`config.mk`:
```
export PLATFORM = sky130hd
export DESIGN_NAME = pwm_duty_scheduler
export DESIGN_NICKNAME = d
export VERILOG_FILES = /design/src/rtl/pwm_sched_pkg.sv /design/src/rtl/pwm_duty_fifo.sv /design/src/rtl/pwm_duty_scheduler.sv
export SDC_FILE = /design/constraint.sdc
export NUM_CORES = 1
export LEC_CHECK = 0
export BUFFER_PORTS_ARGS = -buffer_cell sky130_fd_sc_hd__buf_2
export CORE_ASPECT_RATIO = 0.75
export CORE_UTILIZATION = 35
export DETAILED_ROUTE_END_ITERATION = 7
export MAX_ROUTING_LAYER = met4
export SLEW_MARGIN = 10
export SYNTH_ARGS = -nofsm -noshare
export SYNTH_HDL_FRONTEND = slang
export SYNTH_HIERARCHICAL = 1
export SYNTH_SLANG_ARGS = --single-unit
```
`constraint.sdc`:
```
create_clock -name ipClk -period 5.6 [get_ports ipClk]
set_input_delay 0.84 -clock ipClk [delete_from_list [all_inputs] [get_ports ipClk]]
set_output_delay 0.84 -clock ipClk [all_outputs]
set_load 0.02 [all_outputs]
```
`src/rtl/pwm_sched_pkg.sv`:
```
// rtl/pwm_sched_pkg.sv - shared types and helpers for the PWM duty scheduler
// Scheduler state encoding, default duty width and FIFO level-width helper.
package pwm_sched_pkg;

  localparam int DUTY_W_DEF = 8;

  typedef enum logic [2:0] {
    IDLE,
    PRIME,
    ALIGNING,
    RUN,
    STOP
  } sched_state_e;

  function automatic int level_w(input int depth);
    return $clog2(depth) + 1;
  endfunction

endpackage

```
`src/rtl/pwm_duty_fifo.sv`:
```
// rtl/pwm_duty_fifo.sv - DEPTH x DUTY_W duty sample FIFO
// Synchronous FIFO with occupancy count; push and pop in one cycle are both honoured.
module pwm_duty_fifo
  import pwm_sched_pkg::*;
#(
  parameter int DUTY_W = DUTY_W_DEF,
  parameter int DEPTH  = 4,
  localparam int LW    = level_w(DEPTH),
  localparam int AW    = $clog2(DEPTH)
) (
  input  logic              clk,
  input  logic              rst_n,
  input  logic              push,
  input  logic [DUTY_W-1:0] push_data,
  input  logic              pop,
  output logic [DUTY_W-1:0] head,
  output logic [LW-1:0]     level,
  output logic              full,
  output logic              empty
);

  logic [DUTY_W-1:0] mem_q [DEPTH];
  logic [DUTY_W-1:0] mem_d [DEPTH];
  logic [AW-1:0]     wr_ptr_q, wr_ptr_d;
  logic [AW-1:0]     rd_ptr_q, rd_ptr_d;
  logic [LW-1:0]     level_q, level_d;
  logic              do_push, do_pop;

  assign full    = (level_q == LW'(DEPTH));
  assign empty   = (level_q == '0);
  assign level   = level_q;
  assign head    = mem_q[rd_ptr_q];
  assign do_push = push && !full;
  assign do_pop  = pop && !empty;

  always_comb begin
    mem_d    = mem_q;
    wr_ptr_d = wr_ptr_q;
    rd_ptr_d = rd_ptr_q;
    level_d  = level_q;
    if (do_push) begin
      mem_d[wr_ptr_q] = push_data;
      wr_ptr_d        = wr_ptr_q + 1'b1;
    end
    if (do_pop) begin
      rd_ptr_d = rd_ptr_q + 1'b1;
    end
    if (do_push && !do_pop) begin
      level_d = level_q + 1'b1;
    end else if (do_pop && !do_push) begin
      level_d = level_q - 1'b1;
    end
  end

  always_ff @(posedge clk or negedge rst_n) begin
    if (!rst_n) begin
      for (int i = 0; i < DEPTH; i++) begin
        mem_q[i] <= '0;
      end
      wr_ptr_q <= '0;
      rd_ptr_q <= '0;
      level_q  <= '0;
    end else begin
      mem_q    <= mem_d;
      wr_ptr_q <= wr_ptr_d;
      rd_ptr_q <= rd_ptr_d;
      level_q  <= level_d;
    end
  end

endmodule

```
`src/rtl/pwm_duty_scheduler.sv`:
```
// rtl/pwm_duty_scheduler.sv - applies FIFO'd duty samples to the PWM once per period
// Optional PWM_DUTY_SLEW_EN limits each duty change to MAX_STEP per boundary.
module pwm_duty_scheduler
  import pwm_sched_pkg::*;
#(
  parameter int DUTY_W   = DUTY_W_DEF,
  parameter int DEPTH    = 4,
  parameter int ALIGN    = 1,
`ifdef PWM_DUTY_SLEW_EN
  parameter int MAX_STEP = 16,
`endif
  localparam int LW      = level_w(DEPTH)
) (
  input  logic              ipClk,
  input  logic              ipReset,
  input  logic              ipEnable,
  input  logic [DUTY_W-1:0] ipDuty,
  input  logic              ipValid,
  output logic              opReady,
  output logic [DUTY_W-1:0] opDutyCycle,
  output logic              opPWMHold,
  output logic              opPeriodStart,
  output logic              opUnderrun,
  input  logic              ipClearUnderrun,
  output logic [LW-1:0]     opLevel
);

  localparam int ALW = (ALIGN > 1) ? $clog2(ALIGN) : 1;

  sched_state_e      state_q, state_d;
  logic [DUTY_W-1:0] duty_q, duty_d;
  logic [DUTY_W-1:0] phase_q, phase_d;
  logic [ALW-1:0]    align_q, align_d;
  logic              hold_q, hold_d;
  logic              pstart_q, pstart_d;
  logic              under_q, under_d;
  logic              rdy_en_q, rdy_en_d;
  logic [DUTY_W-1:0] head, next_duty;
  logic [LW-1:0]     level;
  logic              push, pop, pop_ok, full, empty;

  // Ready is held low until the first clock after reset release.
  assign rdy_en_d      = 1'b1;
  assign opReady       = rdy_en_q && !full;
  assign push          = ipValid && opReady;
  assign opDutyCycle   = duty_q;
  assign opPWMHold     = hold_q;
  assign opPeriodStart = pstart_q;
  assign opUnderrun    = under_q;
  assign opLevel       = level;

  pwm_duty_fifo #(
    .DUTY_W(DUTY_W),
    .DEPTH (DEPTH)
  ) u_fifo (
    .clk      (ipClk),
    .rst_n    (ipReset),
    .push     (push),
    .push_data(ipDuty),
    .pop      (pop),
    .head     (head),
    .level    (level),
    .full     (full),
    .empty    (empty)
  );

`ifdef PWM_DUTY_SLEW_EN
  function automatic logic [DUTY_W-1:0] slew_toward(input logic [DUTY_W-1:0] cur,
                                                    input logic [DUTY_W-1:0] tgt);
    int c, t;
    c = int'(cur);
    t = int'(tgt);
    if (t > c + MAX_STEP) return DUTY_W'(c + MAX_STEP);
    if (t < c - MAX_STEP) return DUTY_W'(c - MAX_STEP);
    return tgt;
  endfunction

  assign next_duty = slew_toward(duty_q, head);
`else
  assign next_duty = head;
`endif

  // A sample leaves the FIFO only once the applied duty has reached it.
  assign pop_ok = (next_duty == head);

  always_comb begin
    state_d  = state_q;
    duty_d   = duty_q;
    hold_d   = hold_q;
    pstart_d = 1'b0;
    phase_d  = '0;
    align_d  = align_q;
    pop      = 1'b0;
    under_d  = ipClearUnderrun ? 1'b0 : under_q;
    unique case (state_q)
      IDLE: begin
        hold_d = 1'b1;
        duty_d = '0;
        if (ipEnable && !empty) state_d = PRIME;
      end
      PRIME: begin
        duty_d  = next_duty;
        pop     = pop_ok;
        hold_d  = 1'b0;
        align_d = '0;
        if (ALIGN == 0) begin
          state_d  = RUN;
          pstart_d = 1'b1;
        end else begin
          state_d = ALIGNING;
        end
      end
      ALIGNING: begin
        if (align_q == ALW'(ALIGN - 1)) begin
          state_d  = RUN;
          pstart_d = 1'b1;
        end else begin
          align_d = align_q + 1'b1;
        end
      end
      RUN: begin
        phase_d = phase_q + 1'b1;
        if (phase_q == '1) begin
          if (!ipEnable) begin
            state_d = STOP;
            hold_d  = 1'b1;
            duty_d  = '0;
          end else begin
            pstart_d = 1'b1;
            if (!empty) begin
              duty_d = next_duty;
              pop    = pop_ok;
            end else begin
              under_d = 1'b1;
            end
          end
        end
      end
      STOP: begin
        hold_d  = 1'b1;
        duty_d  = '0;
        state_d = IDLE;
      end
      default: state_d = IDLE;
    endcase
  end

  always_ff @(posedge ipClk or negedge ipReset) begin
    if (!ipReset) begin
      state_q  <= IDLE;
      duty_q   <= '0;
      phase_q  <= '0;
      align_q  <= '0;
      hold_q   <= 1'b1;
      pstart_q <= 1'b0;
      under_q  <= 1'b0;
      rdy_en_q <= 1'b0;
    end else begin
      state_q  <= state_d;
      duty_q   <= duty_d;
      phase_q  <= phase_d;
      align_q  <= align_d;
      hold_q   <= hold_d;
      pstart_q <= pstart_d;
      under_q  <= under_d;
      rdy_en_q <= rdy_en_d;
    end
  end

endmodule

```
-- Yosys cells after proc, flatten, opt, wreduce, memory -nomap -nowiden
Index checks and enable logic that the tools add are counted.
Widths: inputs -> output; s select.
- div/mod/pow operators: 0
- equal/unequal tests: 11
- multipliers: 0
- shift operators: 0
- bitwise logic cells: 2
- $lt $le $gt $ge: 3
- reductions and logical operators: 21
- multiplexer cells: 36
- add/sub/neg operators: 6
- operator list (operator ; number):
    $mux 8 ; 7
    $bwmux 32 ; 1
    $pmux 8 s3 ; 1
    $mux 3 ; 6
    $bmux 8 s2 ; 1
    $demux 8 s2 ; 1
    $mux 1 ; 14
    $pmux 3 s4 ; 1
    $add 8x1->8 const B ; 1
    $eq 8x8->1 const B ; 1
    $logic_and 1x1->1 ; 8
    $ne 2x2->1 const B ; 4
    $eq 3x2->1 const B ; 2
    $eq 3x3->1 const B ; 2
    $ge 3x3->1 const B ; 2
    $logic_not 3->1 ; 2
    $not 2->3 ; 2
    $pmux 1 s2 ; 3
    $reduce_and 3->1 ; 2
    $add 2x1->2 const B ; 2
    $logic_not 1->1 ; 4
    $reduce_and 4->1 ; 1
    $reduce_bool 2->1 ; 2
    $add 3x1->3 const B ; 1
    other kinds (8) ; 8
- word-level logic and storage cells: 94
- bits in registers: 63
- latch bits: 0
- memories kept: 0
- output and inout port bits: 15
- memory bits (writable): 0
- memory bits (read-only): 0

-- Longest topological paths before layout
- depth in word-level cells: 9
- mapped depth: 12
- gate-level depth less buffers: 11

-- Cells and area by module
The synthesis kept the hierarchy.
- by module, submodules not included (module ; instances ; cells an instance ; sequential area each (um2) ; area each (um2)):
    pwm_duty_fifo ; 1 ; 112 ; 975.9 ; 1781.7
    pwm_duty_scheduler ; 1 ; 104 ; 576.8 ; 1128.6

-- Least setup slack after synthesis
No wires, ideal clock.
- path kind: reg2reg
- start: register u_fifo.level_q[2] (netlist: u_fifo/level[2])
- end: register u_fifo.level_q[2] (netlist: u_fifo/level[2])
- cell stages (with the launch flop): 11
- path slack: 2971 ps
- arrival time: 2549 ps
- path through: dfrtp_1 -> nor3b_4 -> nor2b_1 -> and2_1 -> nor2b_1 -> ha_1 -> inv_1 -> fa_1 -> xor2_1 -> nor2_1 -> xor2_1
- elaborated cells between the ends (all ways): 21
- RTL lines (element ; line ; RTL):
    start, declared ; pwm_duty_fifo.sv:26 ; logic [LW-1:0] level_q, level_d;
    start signal, assigned ; pwm_duty_fifo.sv:67 ; level_q <= level_d;
    $eq 3x3->1 (*) ; pwm_duty_fifo.sv:29 ; assign full = (level_q == LW'(DEPTH));
    via full ; pwm_duty_scheduler.sv:40 ; logic push, pop, pop_ok, full, empty;
    $logic_not 1->1 (*) ; pwm_duty_scheduler.sv:44 ; assign opReady = rdy_en_q && !full;
    $logic_and 1x1->1 (*) ; pwm_duty_scheduler.sv:44 ;
    via opReady ; pwm_duty_scheduler.sv:19 ; output logic opReady,
    $logic_and 1x1->1 (*) ; pwm_duty_scheduler.sv:45 ; assign push = ipValid && opReady;
    via push ; pwm_duty_scheduler.sv:40 ;
    $logic_and 1x1->1 (*) ; pwm_duty_fifo.sv:33 ; assign do_push = push && !full;
    via u_fifo.do_push ; pwm_duty_fifo.sv:27 ; logic do_push, do_pop;
    $logic_not 1->1 ; pwm_duty_fifo.sv:50 ; end else if (do_pop && !do_push) begin
    $logic_and 1x1->1 ; pwm_duty_fifo.sv:50 ;
    $reduce_bool 2->1 (no line) ; n/a ;
The timed path passes the listed nets; every way through them passes the cells marked *. The select of a mux whose other input is x is not followed.
A chain may end at the register's enable or synchronous reset.

-- Worst setup path in the final report
- start: register u_fifo.level_q[0] (netlist: u_fifo/level[0])
- end: register u_fifo.level_q[2] (netlist: u_fifo/level[2])
- longest elaborated chain between the ends: 9
- elaborated cells between the ends (all ways): 21
- ends and longest elaborated chain (element ; line ; RTL):
    $logic_not 3->1 (*) ; pwm_duty_fifo.sv:30 ; assign empty = (level_q == '0);
    via empty ; pwm_duty_scheduler.sv:40 ;
    $mux 1 (*) ; pwm_duty_scheduler.sv:130 ; if (!empty) begin
    $mux 1 (*) ; pwm_duty_scheduler.sv:124 ; if (!ipEnable) begin
    $mux 1 (*) ; pwm_duty_scheduler.sv:123 ; if (phase_q == '1) begin
    $pmux 1 s2 (*) ; pwm_duty_scheduler.sv:95 ; unique case (state_q)
    via pop ; pwm_duty_scheduler.sv:40 ;
    $logic_and 1x1->1 (*) ; pwm_duty_fifo.sv:34 ; assign do_pop = pop && !empty;
    $logic_not 1->1 ; pwm_duty_fifo.sv:48 ; if (do_push && !do_pop) begin
    $logic_and 1x1->1 ; pwm_duty_fifo.sv:48 ;
    $mux 3 / $reduce_bool 2->1 (equally long branches) ; n/a ;
Marks and branches as above.

==> metrics <==
cts repair resizes 0; LEAKAGE 1.49 nW; worst vdd ir 0.000231 V; Inserted Clock Buffers 9; fill cell total of the finished layout 738; path category of the worst min-delay check flip-flop to flip-flop; sequential fraction of the synthesis area 53.4%; Die Span X 107 um; number of diodes 0; slowest stage cell, crit path sky130_fd_sc_hd__o31a_1; placeable core region 0.00799 mm2; number of buffers and inverters on the critical path 1; clock tree sinks 62; register bit count reported by yosys 62; clock tree root buffer cell sky130_fd_sc_hd__clkbuf_8; proportion of layout cells with a drive suffix above 1 39.8%; TritonCTS clock tree yes; Critical Path End Type flip-flop; detailed-route via count 1708; setup-violating endpoint count in the final report 0; IO Pins 28; endpoint arrival time on the critical path 3.18 ns; worst-case hold slack 0.481 ns; via count of the first global-routing pass 1845; Area growth, synth to finish 16.1%; max-cap check violation count 0; antenna violations before repair 0; share of the synthesized area in the top cell type 52.5%; DRC viols 0; post-route total power 0.00164 W; data required time of the critical path 5.85 ns; weighted congestion at the end of routability-driven global placement 0.702; dominant cell type by area after synthesis sky130_fd_sc_hd__dfrtp_1; height of the die 81.0 um; number of standard cells after synthesis 216; slew margin rel. 46.2%; count of standard-cell rows 28; Worst Path Class, Setup flip-flop to flip-flop; router iterations before antenna repair 4; worst-margin pin slew 0.808 ns; cell types with the highest counts after synthesis sky130_fd_sc_hd__dfrtp_1 (61), sky130_fd_sc_hd__mux2_2 (32), sky130_fd_sc_hd__nand2_1 (15); count of cells along the worst register-to-register path 10; number of vias per cell 4.76; fmax 0.342 GHz; pwr/cell area 484 mW/mm2; number of warnings issued by yosys 6; post-synthesis instance area 0.00291 mm2; critical path depth in cells 10; list of cells traversed by the critical path nor3_1 -> o31a_1 -> nor2_1 -> nand2b_1 -> ha_1 -> inv_1 -> fa_1 -> xor2_1 -> nor2_1 -> xor2_1; worst setup skew after layout 0.00457 ns; depth of the worst hold-timing path 1; cell types occupying the most area after synthesis sky130_fd_sc_hd__dfrtp_1 (52%), sky130_fd_sc_hd__mux2_2 (12%), sky130_fd_sc_hd__mux4_2 (6.2%); syn_area_per_cell 13.5 um2; Tmin final 2.92 ns; insertion delay to the later sink of the worst-skew pair 0.33 ns; number of unique standard cell types used by synthesis 44; post-route antenna net violation count 0; area of combinational cells with multiple inputs 0.00128 mm2; Critical Path Max Stage Delay 0.55 ns; leftover overflow at the end of global routing 0; initial drt markers 107; biggest fanout along the worst timing path 9; total setup buffers inserted after CTS 0; Starting Density 36.4%; Longest Clk Path Bufs 2; maximum level of the CTS H-tree 3; portion of the clock cycle consumed by the worst path in the final layout 52.2%; register area 0.00155 mm2; cell family with the largest share of critical-path delay simple AND/OR/NAND/NOR gates; setup TNS 0 ns; DPL Wire Length 3740 um; drt total wl 5440 um; run status finished, final reports clean; RSZ-0062 raised after global routing no; maximum number of pins on one net before global-route repair 63; number of pins with negative max-slew slack in the final report 0; number of enable flip-flop cells after synthesis 0; Top FF cell, synth sky130_fd_sc_hd__dfrtp_1; overall fraction of global-route tracks in use 14.9%; sort of element at the start of the critical path flip-flop; number of endpoints with negative hold slack in the final report 0; clock-pin slew on the worst setup and hold paths 0.07 ns; wire length of the first global-routing pass 9350 um; hold-fix buffers at CTS 0; net count reported at finish 270; number of buffer cells added on primary ports 27; most used standard cell by instance count after synthesis sky130_fd_sc_hd__dfrtp_1; Total Die Area 0.00869 mm2; ys async rst share 100%; nets in the synthesized netlist 236; per-cell routed wire length 15.2 um
[kinds of logic after synthesis]
group                      Yosys count  synth area share [%]
xor gates and xnor gates             9                  2.71
and+or+nand+nor                     51                  10.2
DFF                                 62                  53.4
other                                1                 0.129
muxes                               42                  19.3
adders and majority gates            7                  3.27
buffers and inverters               19                  2.75
AOI/OAI and AO/OA                   25                  8.25
[layout make-up]
type                            instances  area share (%)
Clock buffer                           11            4.48
Clock inverter                          4            2.07
Inverter                               14            1.56
Multi-Input combinational cell        135            37.8
Sequential cell                        62            46.0
Tap cell                              105            3.89
Timing Repair Buffer                   28            4.22
[power breakdown]
part | internal, W | switching (W)
logic | 0.000251 | 0.000206
registers | 0.000616 | 0.000127
clock network | 0.000271 | 0.000166
total | 0.00114 | 0.000498
[registers in the layout, indices dropped and copies added, names as in the netlist]
signal,cells
opDutyCycle,8
u_fifo/rd_ptr_q,2
u_fifo/wr_ptr_q,2
opUnderrun,1
opPeriodStart,1
phase_q,8
opPWMHold,1
u_fifo/mem_q,32
u_fifo/level,3
state_q,3
rdy_en_q,1
[path summary, 6_finish.rpt]
| check | startpoint | to | slack (ns) |
|---|---|---|---|
| min | phase_q[0] | phase_q[0] | 0.48 |
| min in group asynchronous | ipReset | opDutyCycle[2] | 0.65 |
| min reg2reg | phase_q[0] | phase_q[0] | 0.48 |
| max in group asynchronous | ipReset | u_fifo/mem_q[23] | 4.39 |
| max | u_fifo/level[0] | u_fifo/level[2] | 2.68 |
| max reg2reg | u_fifo/level[0] | u_fifo/level[2] | 2.68 |
[metrics by stage]
step           instance area, um2  setup slack (ns)  cells  util [%]
2_1_floorplan                2910              2.97    216         -
3_3_place_gp                 3160              2.72    344      39.5
3_5_place_dp                 3160              2.66    344      39.5
4_1_cts                      3380              2.63    359      42.3
5_1_grt                      3380              2.41    359      42.3
6_report                     3380              2.68    359      42.3
[per-layer routing]
layer / GRT usage, % / share of wire, % / vias to the layer above
met3: 5.78 / 3.8 / 2
met5: - / 0 / -
met4: 4.11 / 0.39 / 0
met2: 21.3 / 43 / 35
li1: - / - / 836
met1: 19.8 / 53 / 835
[cell usage in the layout (no fill, tap or decap), types with 2 or more instances in the layout]
master                      count
sky130_fd_sc_hd__ha_1           6
sky130_fd_sc_hd__nor2_2         4
sky130_fd_sc_hd__a21oi_1        5
sky130_fd_sc_hd__mux4_2         8
sky130_fd_sc_hd__nor2b_1        3
sky130_fd_sc_hd__buf_2         27
sky130_fd_sc_hd__nor3_1         2
sky130_fd_sc_hd__nand2b_1       3
sky130_fd_sc_hd__clkinv_2       2
sky130_fd_sc_hd__xor2_1         4
sky130_fd_sc_hd__o32ai_2        8
sky130_fd_sc_hd__nand2_1       15
sky130_fd_sc_hd__xnor2_1        5
sky130_fd_sc_hd__nand4_1        2
sky130_fd_sc_hd__clkbuf_8      11
sky130_fd_sc_hd__mux2_2        32
sky130_fd_sc_hd__nand3_1        3
sky130_fd_sc_hd__mux2_1         2
sky130_fd_sc_hd__a21o_1         2
sky130_fd_sc_hd__bufinv_16      2
sky130_fd_sc_hd__nor2_1         8
sky130_fd_sc_hd__dfrtp_1       61
sky130_fd_sc_hd__o21ai_0        4
sky130_fd_sc_hd__inv_1         14
(Power assumes the default switching activity.)
